`src/rtl/inst_cache_pkg.sv`:
```
// Shared types and default geometry for the direct-mapped instruction cache.
package inst_cache_pkg;

  typedef enum logic [1:0] {
    IC_IDLE   = 2'd0,
    IC_REFILL = 2'd1,
    IC_DONE   = 2'd2
  } ic_state_e;

  localparam int unsigned IC_LINE_WORDS = 4;
  localparam int unsigned IC_NUM_LINES  = 16;

endpackage

```
`src/rtl/inst_cache_array.sv`:
```
// Tag/valid/data storage: one write port, one asynchronous read port, flush-all.
module inst_cache_array #(
  parameter int unsigned LINE_WORDS = 4,
  parameter int unsigned NUM_LINES  = 16,
  parameter int unsigned TAG_W      = 24
) (
  input  logic                          clk,
  input  logic                          rst_n,
  input  logic                          flush_all,
  input  logic                          we,
  input  logic                          tag_we,
  input  logic [$clog2(NUM_LINES)-1:0]  w_index,
  input  logic [$clog2(LINE_WORDS)-1:0] w_word,
  input  logic [31:0]                   w_data,
  input  logic [TAG_W-1:0]              w_tag,
  input  logic [$clog2(NUM_LINES)-1:0]  r_index,
  input  logic [$clog2(LINE_WORDS)-1:0] r_word,
  output logic                          r_valid,
  output logic [TAG_W-1:0]              r_tag,
  output logic [31:0]                   r_data
);

  logic [NUM_LINES-1:0] valid;
  logic [TAG_W-1:0]     tag_mem  [NUM_LINES];
  logic [31:0]          data_mem [NUM_LINES*LINE_WORDS];

  // Flush takes priority so a line finishing on the flush cycle stays invalid.
  always_ff @(posedge clk or negedge rst_n) begin
    if (!rst_n) begin
      valid <= '0;
    end else if (flush_all) begin
      valid <= '0;
    end else if (tag_we) begin
      valid[w_index] <= 1'b1;
    end
  end

  always_ff @(posedge clk) begin
    if (we) begin
      data_mem[{w_index, w_word}] <= w_data;
    end
    if (tag_we) begin
      tag_mem[w_index] <= w_tag;
    end
  end

  assign r_valid = valid[r_index];
  assign r_tag   = tag_mem[r_index];
  assign r_data  = data_mem[{r_index, r_word}];

endmodule

```
`src/rtl/inst_cache.sv`:
```
// Direct-mapped read-only instruction cache: same-cycle hits, word-by-word line refill.
module inst_cache
  import inst_cache_pkg::*;
#(
  parameter int unsigned LINE_WORDS = IC_LINE_WORDS,
  parameter int unsigned NUM_LINES  = IC_NUM_LINES
) (
  input  logic        clk,
  input  logic        rst_n,
  input  logic        inst_ren,
  input  logic [31:0] inst_addr,
  output logic [31:0] inst_data,
  output logic        inst_stall,
  input  logic        flush,
  output logic        mem_ren,
  output logic [31:0] mem_addr,
  input  logic [31:0] mem_data,
  input  logic        mem_stall,
  input  logic        mem_ack,
  output logic [15:0] hit_cnt,
  output logic [15:0] miss_cnt
);

  localparam int unsigned OB = $clog2(LINE_WORDS);
  localparam int unsigned IB = $clog2(NUM_LINES);
  localparam int unsigned TW = 30 - OB - IB;

  ic_state_e     state;
  logic [TW-1:0] base_tag;
  logic [IB-1:0] base_index;
  logic [OB-1:0] cnt;
  logic          discard;

  logic [OB-1:0] a_word;
  logic [IB-1:0] a_index;
  logic [TW-1:0] a_tag;
  logic          r_valid;
  logic [TW-1:0] r_tag;
  logic [31:0]   r_data;
  logic          hit;
  logic          word_we;
  logic          last_word;
  logic          unused_ok;

  assign a_word  = inst_addr[OB+1:2];
  assign a_index = inst_addr[OB+IB+1:OB+2];
  assign a_tag   = inst_addr[31:OB+IB+2];

  assign unused_ok = &{1'b0, mem_stall, inst_addr[1:0]};

  assign hit        = inst_ren & r_valid & (r_tag == a_tag) & (state == IC_IDLE);
  assign inst_data  = hit ? r_data : '0;
  assign inst_stall = rst_n & inst_ren & ~hit;

  // An ack counts only against an outstanding request; gap-cycle acks are stray.
  assign word_we   = (state == IC_REFILL) & mem_ren & mem_ack;
  assign last_word = (cnt == OB'(LINE_WORDS - 1));

  inst_cache_array #(
    .LINE_WORDS (LINE_WORDS),
    .NUM_LINES  (NUM_LINES),
    .TAG_W      (TW)
  ) u_array (
    .clk       (clk),
    .rst_n     (rst_n),
    .flush_all (flush),
    .we        (word_we),
    .tag_we    (word_we & last_word & ~discard & ~flush),
    .w_index   (base_index),
    .w_word    (cnt),
    .w_data    (mem_data),
    .w_tag     (base_tag),
    .r_index   (a_index),
    .r_word    (a_word),
    .r_valid   (r_valid),
    .r_tag     (r_tag),
    .r_data    (r_data)
  );

  always_ff @(posedge clk or negedge rst_n) begin
    if (!rst_n) begin
      state      <= IC_IDLE;
      base_tag   <= '0;
      base_index <= '0;
      cnt        <= '0;
      discard    <= 1'b0;
      mem_ren    <= 1'b0;
      mem_addr   <= '0;
      hit_cnt    <= '0;
      miss_cnt   <= '0;
    end else begin
      if (hit && hit_cnt != '1) begin
        hit_cnt <= hit_cnt + 16'd1;
      end
      case (state)
        IC_IDLE: begin
          discard <= 1'b0;
          if (inst_ren && !hit) begin
            state      <= IC_REFILL;
            base_tag   <= a_tag;
            base_index <= a_index;
            cnt        <= '0;
            mem_ren    <= 1'b1;
            mem_addr   <= {2'b00, a_tag, a_index, {OB{1'b0}}};
            if (miss_cnt != '1) begin
              miss_cnt <= miss_cnt + 16'd1;
            end
          end
        end
        IC_REFILL: begin
          if (flush) begin
            discard <= 1'b1;
          end
          // Drop ren for one cycle after each ack so every word gets a fresh request edge.
          if (word_we) begin
            mem_ren <= 1'b0;
            cnt     <= cnt + OB'(1);
            if (last_word) begin
              state <= IC_DONE;
            end
          end else if (!mem_ren) begin
            mem_ren  <= 1'b1;
            mem_addr <= {2'b00, base_tag, base_index, cnt};
          end
        end
        IC_DONE: begin
          discard <= 1'b0;
          state   <= IC_IDLE;
        end
        default: begin
          state   <= IC_IDLE;
          mem_ren <= 1'b0;
        end
      endcase
    end
  end

endmodule

```
`config.mk`:
```
export PLATFORM = sky130hd
export DESIGN_NAME = inst_cache
export DESIGN_NICKNAME = d
export VERILOG_FILES = /design/src/rtl/inst_cache_pkg.sv /design/src/rtl/inst_cache_array.sv /design/src/rtl/inst_cache.sv
export SDC_FILE = /design/constraint.sdc
export NUM_CORES = 2
export LEC_CHECK = 0
export CORE_MARGIN = 2
export CORE_UTILIZATION = 60
export CTS_BUF_LIST = sky130_fd_sc_hd__clkbuf_16
export DETAILED_ROUTE_END_ITERATION = 10
export PLACE_DENSITY = 0.82
export SETUP_SLACK_MARGIN = 0.15
export SYNTH_ARGS = -nofsm -noshare
export SYNTH_HDL_FRONTEND = slang
export SYNTH_SLANG_ARGS = --single-unit
```
`constraint.sdc`:
```
create_clock -name clk -period 14.9 [get_ports clk]
set_clock_uncertainty 0.2 [all_clocks]
set_input_delay 2.98 -clock clk [delete_from_list [all_inputs] [get_ports clk]]
set_output_delay 2.98 -clock clk [all_outputs]
set_load 0.03 [all_outputs]
```
==> results.sh <==
export IMPL_ir_worst_vdd_v=0.0001362
export IMPL_critical_path_startpoint_type="input port"
export IMPL_max_stage_delay_ns=0.90
export IMPL_postCtsSetupRepairBufs=0
export IMPL_initial_core_util_pct=60.27
export IMPL_drcViolationCount=0
export IMPL_min_path_type="flop to flop"
export IMPL_ys_top_cells_by_count="edfxtp_1 (2432), mux4_2 (762), clkbuf_1 (137), nor2_1 (127), dfrtp_1 (112)"
export IMPL_crit_path_start="inst_addr[6]"
export IMPL_portBuffers=162
export IMPL_die_h_um=407.7
export IMPL_antenna_found_initial=28
export IMPL_internal_power_w=0.01196
export IMPL_yosysWarnings=0
export IMPL_row_count=148
export IMPL_p_clk_share_pct=37.8
export IMPL_fmax_mhz=84.70
export IMPL_syn_area_per_cell_um2=23.76
export IMPL_synth_flop_cell="edfxtp_1"
export IMPL_hold_viol_final=0
export IMPL_ys_types=61
export IMPL_fin_util_pct=67.81
export IMPL_final_nets=4464
export IMPL_ys_seq_elements=2544
export IMPL_cts_max_path_buffers=3
export IMPL_p_comb_share_pct=8.5
export IMPL_worst_path_max_fanout=48
export IMPL_synth_most_common_cell="edfxtp_1"
export IMPL_min_period_ns=11.81
export IMPL_crit_end="inst_data[14]"
export IMPL_synth_seq_area_share_pct=77.56
export IMPL_coreArea_um2=162200
export IMPL_clkSlewWorstSetupHoldPaths_ns=0.06
export IMPL_ctsHoldBuffers=0
export IMPL_synthesis_area_um2=97770
export IMPL_tns_ns=0
export IMPL_cap_violations=0
export IMPL_grt_ovfl_total=0
export IMPL_cp_end_kind="output port"
export IMPL_routed_wl_um=279300
export IMPL_status="finished clean"
export IMPL_hpwl_um=134600
export IMPL_crit_arrival_ns=8.63
export IMPL_rsz0062_at_grt="no"
export IMPL_seqPwrFrac_pct=53.7
export IMPL_netlist_area_leader_share_pct=74.69
export IMPL_grt_max_degree=132
export IMPL_synth_edff_count=2432
export IMPL_routedWlPerCell_um=41.20
export IMPL_io_pins=168
export IMPL_syn2layout_area_growth_pct=12.50
export IMPL_crit_path_top_delay_cell="nor2b_1"
export IMPL_cts_root_buf="clkbuf_16"
export IMPL_cts_buffers=229
export IMPL_worstReg2RegStart="u_array.tag_mem[15][12]"
export IMPL_gr_usage_all_layers_pct=33.87
export IMPL_synth_cells=4115
export IMPL_setup_viol=0
export IMPL_synth_top_area_cell="edfxtp_1"
export IMPL_worstMarginPinSlew_ns=1.258
export IMPL_viasPerCell=7.302
export IMPL_drt_iter0_drc=8969
export IMPL_clock_latency_ns=0.87
export IMPL_cts_resized=0
export IMPL_p_per_area_nw_per_um2=143.2
export IMPL_numClockSinks=2544
export IMPL_slew_headroom_pct=15.91
export IMPL_grt_pass1_vias=49310
export IMPL_postSynth_asyncResetShare_pct=4.403
export IMPL_rrSetupSlack_ns=9.76
export IMPL_swShare_pct=24.06
export IMPL_crit_top_cell="nor2b_1"
export IMPL_grt_pass1_wl_um=387500
export IMPL_ys_top_cells_by_area="edfxtp_1 (75%), mux4_2 (18%), dfrtp_1 (2.9%), clkbuf_1 (0.53%), mux2i_1 (0.51%)"
export IMPL_finalCritPeriodShare_pct=79.23
export IMPL_leakage_nw=34.80
export IMPL_antenna_left=0
export IMPL_die_w_um=407.7
export IMPL_critPathKind="input port to output port"
export IMPL_required_ns=11.72
export IMPL_die_area_um2=166200
export IMPL_routabilityCongestion=0.7969
export IMPL_drive_above_1_share_pct=29.52
export IMPL_dr_pass1_iters=6
export IMPL_cts_max_level=4
export IMPL_path_cells="buf_4, nor2b_1, a22o_1, or3_1, nand3_1, mux4_2, nor4_1, nand3_4, nor2b_1, clkdlybuf4s50_1"
export IMPL_p_sw_w=0.003791
export IMPL_path_delay_family="simple AND/OR/NAND/NOR gates"
export IMPL_critical_path_buf_inv_count=2
export IMPL_r2r_end="mem_addr[4]"
export IMPL_cts_tree="built"
export IMPL_path_depth=10
export IMPL_dr_total_vias=49500
export IMPL_reg2regPathDepth=10
export IMPL_drv_slew=0
-- registers in the layout (all words and copies together), names as in the netlist --
register          cells
mem_ren               1
mem_addr             30
u_array.data_mem   2048
u_array.valid        16
miss_cnt             16
state                 2
u_array.tag_mem     384
base_tag             24
base_index            4
cnt                   2
discard               1
hit_cnt              16
-- power by group through the flow --
stage / combinational, W / clock (W) / sequential (W)
after floorplan: 0.000664 / 0 / 0.00859
after global placement: 0.00125 / 0 / 0.00856
after detailed placement: 0.00129 / 0 / 0.00860
after CTS: 0.00132 / 0.00598 / 0.00846
after global routing: 0.00139 / 0.00621 / 0.00849
final: 0.00133 / 0.00595 / 0.00846
-- placed cells by master, fill, tap and decap left out, drive strengths merged, types with 5 or more instances in the layout --
cell type,instances
a21o,16
a21oi,34
a221oi,5
a22o,9
a22oi,9
and2,7
and3,6
buf,137
bufinv,26
clkbuf,231
clkdlybuf4s50,123
clkinv,100
clkinvlp,11
dfrtp,112
diode,17
edfxtp,2432
inv,68
mux2,33
mux2i,50
mux4,762
nand2,47
nand2b,5
nand3,22
nand4,6
nor2,127
nor2b,42
nor3,22
nor3b,6
nor4,11
o21ai,11
o22ai,29
xnor2,19
xor2,33
-- metrics by stage --
| stage | cell area [µm²] | setup WS [ns] | cells | hold slack, ns | total power [W] |
|---|---|---|---|---|---|
| 2_1_floorplan | 97780 | 5.662 | 4116 | 0.2258 | 0.009250 |
| 3_3_place_gp | 102400 | 3.304 | 6335 | 0.2361 | 0.009810 |
| 3_5_place_dp | 102400 | 3.272 | 6335 | 0.2476 | 0.009894 |
| 4_1_cts | 110000 | 3.099 | 6762 | 0.2552 | 0.01576 |
| 5_1_grt | 110000 | 2.893 | 6771 | 0.2729 | 0.01609 |
| 6_report | 110000 | 3.094 | 6779 | 0.2564 | 0.01575 |
-- logic make-up (layout without fill, tap and decap cells) --
| group | after synthesis | after routing | synth area share (%) |
|---|---|---|---|
| muxes | 845 | 845 | 18.44 |
| adders and majority gates | 3 | 3 | 0.03840 |
| DFF | 2544 | 2544 | 77.56 |
| buffers and inverters | 225 | 696 | 1.017 |
| xor gates and xnor gates | 52 | 52 | 0.4658 |
| and+or+nand+nor | 316 | 316 | 1.586 |
| AOI/OAI and AO/OA | 129 | 129 | 0.8843 |
| other | 1 | 19 | 0.003835 |
-- worst min path at each step --
stage | slack (ns) | startpoint | cells past startpoint | to
floorplan | 0.23 | state[1] | 1 | state[0]
global placement | 0.24 | state[1] | 1 | state[0]
detailed placement | 0.25 | state[1] | 1 | state[0]
CTS | 0.26 | state[1] | 1 | state[0]
global route | 0.27 | state[1] | 1 | state[0]
finish | 0.26 | state[1] | 1 | state[0]
-- final cells by class --
| class | instances | area, µm² |
|---|---|---|
| timing repair buffer | 260 | 2297 |
| sequential | 2544 | 75830 |
| clock buffer | 231 | 5781 |
| fill | 9183 | 52220 |
| multi-input combinational | 1347 | 21550 |
| antenna | 17 | 42.54 |
| tap | 2175 | 2721 |
| inverter | 9 | 33.78 |
| clock inverter | 196 | 1740 |
-- layer usage --
layer	up-vias	track usage, %	wire [µm]
met3	869	8.655	35450
met1	25890	43.38	88990
met2	4577	54.48	137800
li1	18140	-	-
met4	20	17.28	16890
met5	-	0	128
Note: power is estimated with default switching activity, not from simulation.
